===== src/rtl/game_pkg.sv =====
// Shared game definitions: missile FSM encoding, screen geometry, x-clamp helper.
// Latency: n/a (types, constants and a pure function only).
// Backpressure: n/a.
package game_pkg;

  localparam int H_ACTIVE = 800;  // visible pixels per line
  localparam int V_ACTIVE = 600;  // visible lines per frame

  typedef enum logic [1:0] {
    ST_IDLE     = 2'd0,
    ST_FLYING   = 2'd1,
    ST_COOLDOWN = 2'd2
  } missile_state_t;

  // Limit a 12-bit x so the whole sprite stays on screen. The sum is kept at
  // 12 bits by the caller so a large player x cannot wrap below the limit.
  function automatic logic [10:0] clamp_x(input logic [11:0] x, input logic [11:0] x_max);
    logic [11:0] r;
    r = (x > x_max) ? x_max : x;
    return r[10:0];
  endfunction

endpackage


===== src/rtl/missile_draw.sv =====
// Sprite overlay stage: paints a solid rectangle over the VGA stream.
// Latency: exactly 1 pclk for colour and all timing signals.
// Backpressure: none; free-running pixel stream, one pixel per cycle.
// Ports: pclk/rst; vcount/vsync/vblnk/hcount/hsync/hblnk/rgb _in -> _out;
//        xpos/ypos = sprite top-left, on_sprite = sprite visible.
module missile_draw #(
  parameter int          SPRITE_W     = 4,
  parameter int          SPRITE_H     = 12,
  parameter logic [11:0] SPRITE_COLOR = 12'hFF0
) (
  input  logic        pclk,
  input  logic        rst,
  input  logic [10:0] vcount_in,
  input  logic        vsync_in,
  input  logic        vblnk_in,
  input  logic [10:0] hcount_in,
  input  logic        hsync_in,
  input  logic        hblnk_in,
  input  logic [11:0] rgb_in,
  input  logic [10:0] xpos,
  input  logic [10:0] ypos,
  input  logic        on_sprite,
  output logic [10:0] vcount_out,
  output logic        vsync_out,
  output logic        vblnk_out,
  output logic [10:0] hcount_out,
  output logic        hsync_out,
  output logic        hblnk_out,
  output logic [11:0] rgb_out
);

  // Bounds are widened to 12 bits so x+W / y+H never wrap at the screen edge.
  logic [11:0] x_lo, x_hi, y_lo, y_hi, hc, vc;
  logic        hit;

  always_comb begin
    hc   = {1'b0, hcount_in};
    vc   = {1'b0, vcount_in};
    x_lo = {1'b0, xpos};
    y_lo = {1'b0, ypos};
    x_hi = x_lo + 12'(SPRITE_W);
    y_hi = y_lo + 12'(SPRITE_H);
    hit  = on_sprite & ~hblnk_in & ~vblnk_in
         & (hc >= x_lo) & (hc < x_hi)
         & (vc >= y_lo) & (vc < y_hi);
  end

  always_ff @(posedge pclk) begin
    if (rst) begin
      vcount_out <= '0;
      vsync_out  <= 1'b0;
      vblnk_out  <= 1'b0;
      hcount_out <= '0;
      hsync_out  <= 1'b0;
      hblnk_out  <= 1'b0;
      rgb_out    <= '0;
    end else begin
      vcount_out <= vcount_in;
      vsync_out  <= vsync_in;
      vblnk_out  <= vblnk_in;
      hcount_out <= hcount_in;
      hsync_out  <= hsync_in;
      hblnk_out  <= hblnk_in;
      rgb_out    <= hit ? SPRITE_COLOR : rgb_in;
    end
  end

endmodule


===== src/rtl/missile_ctl.sv =====
// Player missile: launch on fire, climb SPEED px per frame, cooldown, overlay on VGA.
// Latency: video 1 pclk; position/state change only on the vblank rising edge.
// Backpressure: none; free-running pixel stream. Fire presses outside IDLE are dropped.
// Ports: pclk, rst (sync, active high), fire, xpos_player; VGA timing+rgb in/out;
//        xpos_missile, ypos_missile, on_missle feed the downstream collision logic.
// Build option: MISSILE_AUTOFIRE_EN -- fire level (not just edge) arms a launch in IDLE.
module missile_ctl
  import game_pkg::*;
#(
  parameter int          MISSILE_W       = 4,
  parameter int          MISSILE_H       = 12,
  parameter int          SPEED           = 8,
  parameter int          Y_START         = 540,
  parameter int          Y_TOP           = 0,
  parameter int          X_OFFSET        = 22,
  parameter int          COOLDOWN_FRAMES = 10,
  parameter logic [11:0] MISSILE_COLOR   = 12'hFF0
) (
  input  logic        pclk,
  input  logic        rst,
  input  logic        fire,
  input  logic [10:0] xpos_player,
  input  logic [10:0] vcount_in,
  input  logic        vsync_in,
  input  logic        vblnk_in,
  input  logic [10:0] hcount_in,
  input  logic        hsync_in,
  input  logic        hblnk_in,
  input  logic [11:0] rgb_in,
  output logic [10:0] vcount_out,
  output logic        vsync_out,
  output logic        vblnk_out,
  output logic [10:0] hcount_out,
  output logic        hsync_out,
  output logic        hblnk_out,
  output logic [11:0] rgb_out,
  output logic [10:0] xpos_missile,
  output logic [10:0] ypos_missile,
  output logic        on_missle
);

  localparam int          CD_W  = $clog2(COOLDOWN_FRAMES + 1);
  localparam logic [11:0] X_MAX = 12'(H_ACTIVE - MISSILE_W);

  missile_state_t state, state_nxt;
  logic            fire_q, vblnk_q, pending;
  logic [CD_W-1:0] cd_cnt;
  logic            tick, fire_set, at_top, cd_last, launch;
  logic [11:0]     x_launch;

  assign tick     = vblnk_in & ~vblnk_q;
  assign x_launch = {1'b0, xpos_player} + 12'(X_OFFSET);
  // Compare before subtracting so ypos can never wrap below zero.
  assign at_top   = {1'b0, ypos_missile} < 12'(Y_TOP + SPEED);
  assign cd_last  = cd_cnt == CD_W'(COOLDOWN_FRAMES - 1);
  // pending is the registered value, so a press on a tick cycle waits one frame.
  assign launch   = tick & (state == ST_IDLE) & pending;

`ifdef MISSILE_AUTOFIRE_EN
  assign fire_set = fire;
`else
  assign fire_set = fire & ~fire_q;
`endif

  // State register
  always_ff @(posedge pclk) begin
    if (rst) state <= ST_IDLE;
    else     state <= state_nxt;
  end

  // Next state: every transition waits for a frame tick
  always_comb begin
    state_nxt = state;
    if (tick) begin
      case (state)
        ST_IDLE:     if (pending) state_nxt = ST_FLYING;
        ST_FLYING:   if (at_top)  state_nxt = ST_COOLDOWN;
        ST_COOLDOWN: if (cd_last) state_nxt = ST_IDLE;
        default:                  state_nxt = ST_IDLE;
      endcase
    end
  end

  // Outputs
  always_comb begin
    on_missle = (state == ST_FLYING);
  end

  // Edge detectors, launch request, cooldown counter and position registers
  always_ff @(posedge pclk) begin
    if (rst) begin
      fire_q       <= 1'b0;
      vblnk_q      <= 1'b0;
      pending      <= 1'b0;
      cd_cnt       <= '0;
      xpos_missile <= '0;
      ypos_missile <= '0;
    end else begin
      fire_q  <= fire;
      vblnk_q <= vblnk_in;

      if (launch)
        pending <= 1'b0;
      else if ((state == ST_IDLE) && fire_set)
        pending <= 1'b1;

      if (launch) begin
        xpos_missile <= clamp_x(x_launch, X_MAX);
        ypos_missile <= 11'(Y_START);
      end else if (tick && (state == ST_FLYING) && !at_top) begin
        ypos_missile <= ypos_missile - 11'(SPEED);
      end

      if (tick && (state == ST_COOLDOWN))
        cd_cnt <= cd_last ? '0 : cd_cnt + 1'b1;
    end
  end

  missile_draw #(
    .SPRITE_W    (MISSILE_W),
    .SPRITE_H    (MISSILE_H),
    .SPRITE_COLOR(MISSILE_COLOR)
  ) u_draw (
    .pclk      (pclk),
    .rst       (rst),
    .vcount_in (vcount_in),
    .vsync_in  (vsync_in),
    .vblnk_in  (vblnk_in),
    .hcount_in (hcount_in),
    .hsync_in  (hsync_in),
    .hblnk_in  (hblnk_in),
    .rgb_in    (rgb_in),
    .xpos      (xpos_missile),
    .ypos      (ypos_missile),
    .on_sprite (on_missle),
    .vcount_out(vcount_out),
    .vsync_out (vsync_out),
    .vblnk_out (vblnk_out),
    .hcount_out(hcount_out),
    .hsync_out (hsync_out),
    .hblnk_out (hblnk_out),
    .rgb_out   (rgb_out)
  );

endmodule


===== config.mk =====
export PLATFORM = sky130hd
export DESIGN_NAME = missile_ctl
export DESIGN_NICKNAME = d
export VERILOG_FILES = /design/src/rtl/game_pkg.sv /design/src/rtl/missile_draw.sv /design/src/rtl/missile_ctl.sv
export SDC_FILE = /design/constraint.sdc
export NUM_CORES = 1
export LEC_CHECK = 0
export BUFFER_PORTS_ARGS = -buffer_cell sky130_fd_sc_hd__clkbuf_2
export CORE_MARGIN = 2
export CORE_UTILIZATION = 49
export CTS_BUF_LIST = sky130_fd_sc_hd__clkbuf_2 sky130_fd_sc_hd__clkbuf_4 sky130_fd_sc_hd__clkbuf_8
export CTS_CLUSTER_SIZE = 20
export DETAILED_ROUTE_END_ITERATION = 6
export GPL_ROUTABILITY_DRIVEN = 0
export GPL_TIMING_DRIVEN = 1
export PLACE_DENSITY = 0.89
export SLEW_MARGIN = 5
export SYNTH_ARGS = -nofsm -noshare
export SYNTH_HDL_FRONTEND = slang
export SYNTH_SLANG_ARGS = --single-unit

===== constraint.sdc =====
create_clock -name pclk -period 2.75 [get_ports pclk]
set_input_delay 0.825 -clock pclk [delete_from_list [all_inputs] [get_ports pclk]]
set_output_delay 0.825 -clock pclk [all_outputs]
set_load 0.005 [all_outputs]

# Yosys cells after proc, flatten, opt, wreduce, memory -nomap -nowiden
# Cells that the tools add are included.
[word_totals] word_cells=65 in_bits=52 reg_bits=68
[classes] magnitude_cmp=6 reduce_logical=10 addsub=5 mux=9 n_bitwise=14 eq_ne=6
[ops] op="$lt A11 B12 Y1" n=2
[ops] op="$ge A11 B11 Y1" n=2
[ops] op="$mux W10" n=2
[ops] op="$add A11 B3 Y12 const B" n=1
[ops] op="$add A11 B4 Y12 const B" n=1
[ops] op="$add A11 B5 Y12 const B" n=1
[ops] op="$gt A12 B10 Y1 const B" n=1
[ops] op="$mux W12" n=1
[ops] op="$lt A11 B4 Y1 const B" n=1
[ops] op="$mux W11" n=1
[ops] op="$sub A11 B4 Y11 const B" n=1
[ops] op="$and A1 B1 Y1" n=10
[ops] op="$mux W2" n=3
[ops] op="$ne A2 B2 Y1 const B" n=3
[ops] op="$pmux W2 S3" n=1
[ops] op="$add A4 B1 Y4 const B" n=1
[ops] op="$eq A4 B4 Y1 const B" n=1
[ops] op="$logic_and A1 B1 Y1" n=4
[ops] op="$mux W4" n=1
[ops] op="$not A1 Y1" n=4
[ops] op="$reduce_and A4 Y1" n=1
[ops] op="$reduce_or A2 Y1" n=2
[ops] op="$eq A2 B1 Y1 const B" n=1
[ops] op="$eq A2 B2 Y1 const B" n=1
[ops] op="other kinds (3)" n=3

# Logic depth before layout (Yosys ltp)
# Gate-level depths: netlist (run 1).
[depth] ltp_word=8 ltp_mapped=12 depth_no_buf=11

# Modules after synthesis
# Synthesis (run 1) repeated with hierarchy kept, for this count alone.
[unflattened] hier_cells=410 area_unflattened_um2=3683.5
[modules_own_cells] module="missile_draw" area_each_um2=2254.7 instances=1 seq_area_each_um2=760.7 cells_each=242
[modules_own_cells] module="missile_ctl" area_each_um2=1428.9 instances=1 seq_area_each_um2=580.6 cells_each=168

# Worst setup path after synthesis (run 1)
# Ideal clock, no wire load.
[synth_path] path_kind="input to register" start="in vcount_in[2]" end="reg u_draw.rgb_out[10]" stages=8 arrival_ns=2.565 setup_ns=0.093 n_path_buf=1 slack_ns=0.092 t_required_ns=2.657 cell_sequence="inv_1 ha_1 or3_1 a311oi_1 nor3_1 or3_1 buf_6 o32ai_1"
[synth_between] elab_chain_cells=4 elab_cells_between_ends=5
[synth_rtl] element="start: declaration" line_no="missile_ctl.sv:23" source="input logic [10:0] vcount_in,"
[synth_rtl] element="$ge A11 B11 Y1" line_no="missile_draw.sv:45" source="& (vc >= y_lo) & (vc < y_hi);"
[synth_rtl] element="$and A1 B1 Y1" line_no="missile_draw.sv:45"
[synth_rtl] element="$and A1 B1 Y1 (*)" line_no="missile_draw.sv:45"
[synth_rtl] element="$mux W12 (*)" line_no="missile_draw.sv:64" source="rgb_out <= hit ? SPRITE_COLOR : rgb_in;"
[synth_rtl] element="end signal: assignment" line_no="missile_draw.sv:64"
[synth_rtl] element="end: declaration" line_no="missile_draw.sv:29" source="output logic [11:0] rgb_out"
# Mark *: on every way between the ends. The rest lies on a longest branch, timed or not.
# A chain may end at the register's enable or synchronous reset.

# Final worst setup path (run 1)
[layout_path] start="reg ypos_missile[3]" end="reg u_draw.rgb_out[10]"
[layout_between] elab_chain_cells=4 elab_cells_between_ends=6
[layout_rtl] element="start: declaration" line_no="missile_ctl.sv:38" source="output logic [10:0] ypos_missile,"
[layout_rtl] element="start signal: assignment" line_no="missile_ctl.sv:109" source="ypos_missile <= 11'(Y_START);"
[layout_rtl] element="start signal: assignment" line_no="missile_ctl.sv:111" source="ypos_missile <= ypos_missile - 11'(SPEED);"
[layout_rtl] element="$add A11 B4 Y12 / $ge A11 B11 Y1 (equally long branches)" line_no="missile_draw.sv:42, missile_draw.sv:45"
[layout_rtl] element="$lt A11 B12 Y1 / $and A1 B1 Y1 (equally long branches)" line_no="missile_draw.sv:45"
[layout_rtl] element="$and A1 B1 Y1 (*)" line_no="missile_draw.sv:45"
[layout_rtl] element="$mux W12 (*)" line_no="missile_draw.sv:64"
# Marked as above.

==> key figures, run 1 <==
Status
  – Status: complete, no violations

Worst setup path
  – CP endpoint kind: flip-flop
  – Crit-path max cell delay: 0.35 ns
  – CP cell instances: inv_1 > ha_1 > a21oi_4 > nor3_1 > xnor2_1 > ha_1 > a22o_1 > nor4_2 > o211a_1 > o2111ai_1 > buf_4 > o32ai_1
  – Slowest cell on crit path: dfxtp_2
  – Crit start category: flip-flop
  – CP max FO: 8
  – Worst Path Arrival: 2.93 ns
  – Worst path bufs/invs: 2
  – Req. time, crit path: 2.99 ns
  – CP top delay family: compound AO/OA/AOI/OAI gates
  – CP Class: reg2reg
  – Most used cell, CP: ha_1

Synthesis
  – Number of synthesis warnings: 0
  – Cell taking the most area after synthesis: dfxtp_1
  – Synth top area cells: dfxtp_1, ha_1, xnor2_1, nor2b_1, inv_1
  – Ys async rst share: 0
  – Post-synth EDFFs: 0
  – Register area share after synthesis: 0.347
  – Syn_area_per_cell: 9.11 sq um
  – Top_reg_cell synth: dfxtp_1
  – Count of different cell masters after synthesis: 62
  – Share of the synthesized area in the top cell type: 0.347
  – Mapped Area: 3810 sq um
  – Post-Syn Instances: 418
  – Yosys reg bits: 66

Die
  – IO Pins: 113
  – Die Height: 92.2 um
  – Starting Density: 0.498
  – Core area: 7650 sq um
  – Std cell rows: 32
  – Die Width: 92.2 um
  – Full die area: 8500 sq um

Placement
  – Count of input and output buffers: 110
  – Dpl cell area: 4500 sq um
  – Post-DP HPWL: 7780 um

Timing
  – Tcrit/Tclk final: 0.979
  – Layout Skew: 0.00844 ns
  – Final setup violating endpoints: 0
  – Hold Fails Final Rpt: 0
  – Fmax: 371 MHz
  – Setup_tns: 0 ns
  – Slew headroom: 0.644
  – Count of pins over their slew limit: 0
  – Tmin final: 2.69 ns
  – Worst slew pin tran: 0.534 ns

Power and ir drop
  – Leakage: 0.00216 uW
  – Sw Ratio: 0.262
  – Internal power: 1780 uW
  – Clock group share of total power: 0.407
  – PD cells: 505 nW/um^2
  – Total power: 2420 uW
  – Net Switching: 633 uW
  – Seq pwr share: 0.426
  – Worst vdd ir: 0.298 mV
  – Gate power share: 0.167

Flow run
  – Max_cap viols: 0

Clocking
  – TritonCTS Buffers: 9
  – H-tree lvl count: 3
  – Clk slew on worst S/H paths: 0.08 ns
  – Root buffer cell: clkbuf_8
  – Clk buf depth: 2
  – Clk_lat worst skew: 0.35 ns
  – Cts hold-fix bufs: 0
  – CTS tree: yes
  – TritonCTS Sinks: 66

Routing
  – Routed WL: 10300 um
  – Antenna Nets Post-Route: 0
  – DR iter-0 viols: 229
  – Vias per inst: 5.63
  – Drt drc: 0
  – Via count: 3643
  – WL per Instance: 15.9 um
  – First drt pass iteration count: 5

Cells and area
  – Antenna fix cells: 0
  – Nets: 636
  – Area grow syn2layout: 25.6%
  – Final Cell Area: 4780 sq um
  – Fraction of layout cells with a size suffix above 1: 0.290

GRT
  – Maximum number of pins on one net before global-route repair: 53
  – Global Route Usage Sum: 0.239
  – Vias in the first global route: 3446
  – First-pass GRT wire length: 16200 um
  – Gr ovfl total: 0
  – Initial antenna violation count: 0

Hold path
  – Worst min path class: reg2reg
==> state kept, by name (all words and copies together) (netlist names) <==
| name | cells |
|---|---|
| u_draw.hcount_out | 11 |
| xpos_missile | 11 |
| u_draw.rgb_out | 12 |
| cd_cnt | 4 |
| u_draw.hsync_out | 1 |
| u_draw.hblnk_out | 1 |
| u_draw.vblnk_out | 1 |
| u_draw.vsync_out | 1 |
| u_draw.vcount_out | 11 |
| ypos_missile | 9 |
| state | 2 |
| pending | 1 |
| fire_q | 1 |
==> per-stage QoR <==
step                      std cells  utilization  setup slack [ns]  hold slack, ns
after global routing            647        0.626           -0.0533           0.506
after global placement          631        0.589            -0.128           0.470
final                           647        0.626            0.0567           0.484
after floorplan                 419            -            0.0921           0.459
after CTS                       647        0.622          0.000832           0.487
after detailed placement        631        0.589            -0.226           0.478
==> routing by layer <==
metal  GRT usage  vias up  wire length (um)
li1            -     1736                 -
met1       0.286     1728              4340
met2       0.415      153              5120
met3      0.0509       26               584
met4      0.0983        0               231
met5           0        -                 0
==> worst register-to-register path, stage by stage (launching register included) <==
cell	delay (ns)
dfxtp_2	0.35
inv_1	0.05
ha_1	0.22
a21oi_4	0.20
nor3_1	0.09
xnor2_1	0.15
ha_1	0.33
a22o_1	0.22
nor4_2	0.17
o211a_1	0.23
o2111ai_1	0.13
buf_4	0.19
o32ai_1	0.26
==> kinds of logic after synthesis <==
group / count (synthesis) / share of synthesized area
muxes: 3 / 0.00788
xor gates and xnor gates: 29 / 0.0667
adders and majority gates: 44 / 0.144
DFF: 66 / 0.347
other: 1 / 0.000984
and+or+nand+nor: 124 / 0.182
buffers and inverters: 58 / 0.0667
AOI/OAI and AO/OA: 93 / 0.184
==> cells in the mapped netlist, types with 3 or more instances <==
library cell	instances
nor2b_1	31
clkbuf_1	5
o21ai_0	12
a211o_1	3
buf_6	3
xor2_1	3
o211a_1	3
nand2_1	10
ha_1	44
nor2_1	26
dfxtp_1	66
nand3_1	13
a21o_1	4
mux2i_1	3
nor3_1	11
or3_1	3
a211oi_1	4
o211ai_1	3
nand2b_1	6
o2111ai_1	3
inv_1	44
xnor2_1	26
a22oi_1	3
o32ai_1	13
and3_1	5
a21oi_1	19
a311oi_1	5
nor4_1	4
==> path summary, 6_finish.rpt <==
check,slack (ns),endpoint,cells past startpoint,startpoint
setup / recovery,0.06,u_draw.rgb_out[10],12,ypos_missile[3]
hold / removal,0.48,xpos_missile[0],2,xpos_missile[0]
setup reg to reg,0.06,u_draw.rgb_out[10],12,ypos_missile[3]
hold reg to reg,0.48,xpos_missile[0],2,xpos_missile[0]
==> power by group through the flow <==
stage / combinational [uW] / clock, uW / sequential, uW
floorplan: 222 / 0 / 1050
global placement: 366 / 0 / 1050
detailed placement: 386 / 0 / 1050
CTS: 393 / 988 / 1030
global route: 445 / 1050 / 1030
finish: 404 / 983 / 1030
==> placed cells by master, fill, tap and decap left out, types with 3 or more instances in the layout <==
| master | instances |
|---|---|
| xnor2_1 | 26 |
| o211a_1 | 3 |
| nand2_1 | 10 |
| a21oi_1 | 18 |
| xor2_1 | 3 |
| bufinv_16 | 3 |
| nand3_1 | 13 |
| buf_4 | 13 |
| ha_1 | 44 |
| clkbuf_8 | 9 |
| o21ai_0 | 12 |
| o32ai_1 | 12 |
| clkbuf_2 | 110 |
| a21o_1 | 4 |
| nor2_1 | 25 |
| nor2b_1 | 31 |
| a311oi_1 | 5 |
| dfxtp_2 | 5 |
| nor4_1 | 3 |
| a22oi_1 | 3 |
| nand2b_1 | 6 |
| dfxtp_1 | 61 |
| o211ai_1 | 3 |
| a211oi_1 | 4 |
| mux2i_1 | 3 |
| nor3_1 | 11 |
| o2111ai_1 | 3 |
| a211o_1 | 3 |
| inv_1 | 44 |
| and3_1 | 5 |
| clkinvlp_4 | 3 |
==> layout make-up <==
class	count	area, sq um
fill	618	2860
multi-input combinational	295	2270
sequential	66	1330
timing repair buffer	123	648
inverter	45	169
tap	102	128
clock buffer	9	124
clock inverter	7	118
==> repair_timing <==
item,CTS,global route
pin swaps,0,2
gates resized for setup,3,8
endpoints found under the setup margin,8,8
gates cloned,0,0
setup buffers,0,0
No activity file was read; power rests on OpenSTA's default activity.
==> run 2, diff against run 1 <==
--- a/config.mk
+++ b/config.mk
@@ -13,7 +13,7 @@
 export DETAILED_ROUTE_END_ITERATION = 6
 export GPL_ROUTABILITY_DRIVEN = 0
 export GPL_TIMING_DRIVEN = 1
-export PLACE_DENSITY = 0.89
+export PLACE_DENSITY = 0.79
 export SLEW_MARGIN = 5
 export SYNTH_ARGS = -nofsm -noshare
 export SYNTH_HDL_FRONTEND = slang
==> key figures, run 2 (synthesized netlist as in run 1, its figures left out) <==
Status
  – Status: complete, no violations (unchanged)

Clocking
  – TritonCTS Sinks: 66 (unchanged)
  – H-tree lvl count: 3 (unchanged)
  – TritonCTS Buffers: 9 (unchanged)
  – Clk_lat worst skew: 0.36 ns (was 0.35 ns)
  – Setup Buffers After CTS: 0 (unchanged)
  – CTS tree: yes (unchanged)
  – Root buffer cell: clkbuf_8 (unchanged)
  – Clk slew on worst S/H paths: 0.08 ns (about the same)
  – Clk buf depth: 2 (unchanged)

Cells and area
  – Most frequent cells in the layout: clkbuf_2, dfxtp_1, inv_1, ha_1, nor2b_1 (unchanged)
  – Area grow syn2layout: 27.6% (was 25.6%)
  – Commonest non-fill, non-tap cell in the layout: clkbuf_2 (unchanged)
  – Antenna fix cells: 0 (unchanged)
  – Fill cell count: 629 (was 618)
  – Nets: 637 (was 636)
  – Non-Filler Instances: 648 (was 647)
  – Max FFs per register: 12 (unchanged)
  – Reg with most FFs: u_draw.rgb_out (unchanged)
  – Fraction of layout cells with a size suffix above 1: 0.295 (was 0.290)
  – Fin util: 0.635 (was 0.626)

Timing
  – Tcrit/Tclk final: 0.962 (was 0.979)
  – Worst slew pin tran: 0.571 ns (was 0.534 ns)
  – Count of pins over their slew limit: 0 (unchanged)
  – RSZ-0062 raised after global routing: no
  – Hold Fails Final Rpt: 0 (unchanged)
  – Slew headroom: 0.620 (was 0.644)
  – Layout Skew: 0.00936 ns (was 0.00844 ns)
  – Tmin final: 2.65 ns (was 2.69 ns)
  – Final worst setup slack: 0.104 ns (was 0.0567 ns)
  – Fmax: 378 MHz (was 371 MHz)
  – Final setup violating endpoints: 0 (unchanged)

Die
  – Full die area: 8500 sq um (unchanged)
  – Die Height: 92.2 um (unchanged)
  – Die Width: 92.2 um (unchanged)
  – Starting Density: 0.498 (unchanged)
  – IO Pins: 113 (unchanged)
  – Core area: 7650 sq um (unchanged)
  – Std cell rows: 32 (unchanged)

Hold path
  – Worst min path class: reg2reg (unchanged)
  – Hold Path Depth: 2 (unchanged)
  – WHS Endpoint: cd_cnt[3] (was xpos_missile[0])
  – Hold path startpoint: cd_cnt[3] (was xpos_missile[0])

Routing
  – Vias per inst: 5.37 (was 5.63)
  – Routed WL: 9720 um (was 10300 um)
  – Via count: 3482 (was 3643)
  – Antenna Nets Post-Route: 0 (unchanged)
  – DR iter-0 viols: 156 (was 229)
  – WL per Instance: 15.0 um (was 15.9 um)
  – First drt pass iteration count: 4 (was 5)
  – Drt drc: 0 (unchanged)

Worst setup path
  – CP Class: reg2reg (unchanged)
  – Reg2reg end: u_draw.rgb_out[9] (was u_draw.rgb_out[10])
  – CP max FO: 8 (unchanged)
  – Worst reg2reg path startpoint: ypos_missile[5] (was ypos_missile[3])
  – FF-to-FF path depth: 11 (was 12)
  – Req. time, crit path: 3.01 ns (was 2.99 ns)
  – R2R Setup Slk: 0.10 ns (was 0.06 ns)
  – CP endpoint kind: flip-flop (unchanged)
  – Worst Path Arrival: 2.91 ns (was 2.93 ns)
  – Crit start category: flip-flop (unchanged)

GRT
  – Global Route Usage Sum: 0.230 (was 0.239)
  – Vias in the first global route: 3347 (was 3446)
  – First-pass GRT wire length: 15600 um (was 16200 um)
  – Initial antenna violation count: 0 (unchanged)
  – Maximum number of pins on one net before global-route repair: 53 (unchanged)
  – Gr ovfl total: 0 (unchanged)

Power and ir drop
  – Gate power share: 0.161 (was 0.167)
  – Worst vdd ir: 0.295 mV (was 0.298 mV)
  – Net Switching: 637 uW (was 633 uW)
  – PD cells: 518 nW/um^2 (was 505 nW/um^2)
  – Clock group share of total power: 0.430 (was 0.407)
  – Leakage: 0.00219 uW (was 0.00216 uW)
  – Internal power: 1880 uW (was 1780 uW)
  – Sw Ratio: 0.253 (was 0.262)
  – Seq pwr share: 0.409 (was 0.426)

Placement
  – Post-DP HPWL: 7530 um (was 7780 um)
  – Placed insts: 632 (was 631)
  – Pre-CTS setup slack: -0.263 ns (was -0.226 ns)
  – Count of input and output buffers: 110 (unchanged)

Flow run
  – Max_cap viols: 0 (unchanged)
[run 2: cell types whose count changed in the layout (fill, tap and decap cells not counted), sizes merged]
cell / delta
clkinvlp: -2
buf: +1
bufinv: +1
clkinv: +1
[run 2: layout make-up]
type,instances,area (sq um),area share
Tap cell,102,128,0.0263
Inverter,45,169,0.0348
Clock inverter,7,141,0.0291
Multi-Input combinational cell,295,2320,0.477
Sequential cell,66,1320,0.272
Clock buffer,9,124,0.0255
Timing Repair Buffer,124,656,0.135
[run 2: per-layer routing]
| layer | vias to the layer above | wire length, um | part of all wire | global-route usage |
|---|---|---|---|---|
| met4 | 0 | 269 | 0.028 | 0.0871 |
| met2 | 118 | 4610 | 0.47 | 0.373 |
| met5 | - | 0 | 0 | 0 |
| met3 | 23 | 500 | 0.051 | 0.0542 |
| met1 | 1604 | 4330 | 0.45 | 0.297 |
| li1 | 1737 | - | - | - |
[run 2: through the flow]
step	total power (uW)	instance area, sq um	setup TNS, ns	hold slack, ns
after global placement	1420	4510	-1.03	0.469
final	2520	4860	0	0.499
after floorplan	1270	3810	0	0.459
after CTS	2520	4800	0	0.498
after global routing	2620	4860	0	0.529
after detailed placement	1440	4510	-1.65	0.486
[run 2: what timing repair did]
| action | 4_1_cts | 5_1_grt |
|---|---|---|
| pin swaps | 0 | 2 |
| hold buffers | 0 | 0 |
| resized for setup | 4 | 11 |
| endpoints found under the setup margin | 8 | 10 |
[run 2: how the worst max path moves through the flow]
stage | startpoint | end | cells past startpoint | slack, ns
global placement | vcount_in[2] | u_draw.rgb_out[6] | 8 | -0.13
floorplan | vcount_in[2] | u_draw.rgb_out[10] | 8 | 0.09
finish | ypos_missile[5] | u_draw.rgb_out[9] | 11 | 0.10
global route | ypos_missile[3] | u_draw.rgb_out[7] | 13 | 0.009
CTS | ypos_missile[3] | u_draw.rgb_out[4] | 13 | 0.03
detailed placement | vcount_in[2] | u_draw.rgb_out[10] | 8 | -0.26
[run 2: power by group through the flow]
stage,registers (uW),logic [uW],clock network [uW]
detailed placement,1050,387,0
CTS,1030,393,1090
floorplan,1050,222,0
global route,1030,450,1140
finish,1030,406,1080
global placement,1050,369,0
[run 2: critical path, stage by stage, from the launching register on]
cell and delay [ns]:
dfxtp_1 0.48, and3_1 0.28, nand2_1 0.09, nor2_1 0.16, xnor2_1 0.13, ha_1 0.27, a22o_1 0.23, nor4_2 0.15
o211a_1 0.22, o2111ai_1 0.12, buf_4 0.20, o32ai_1 0.22
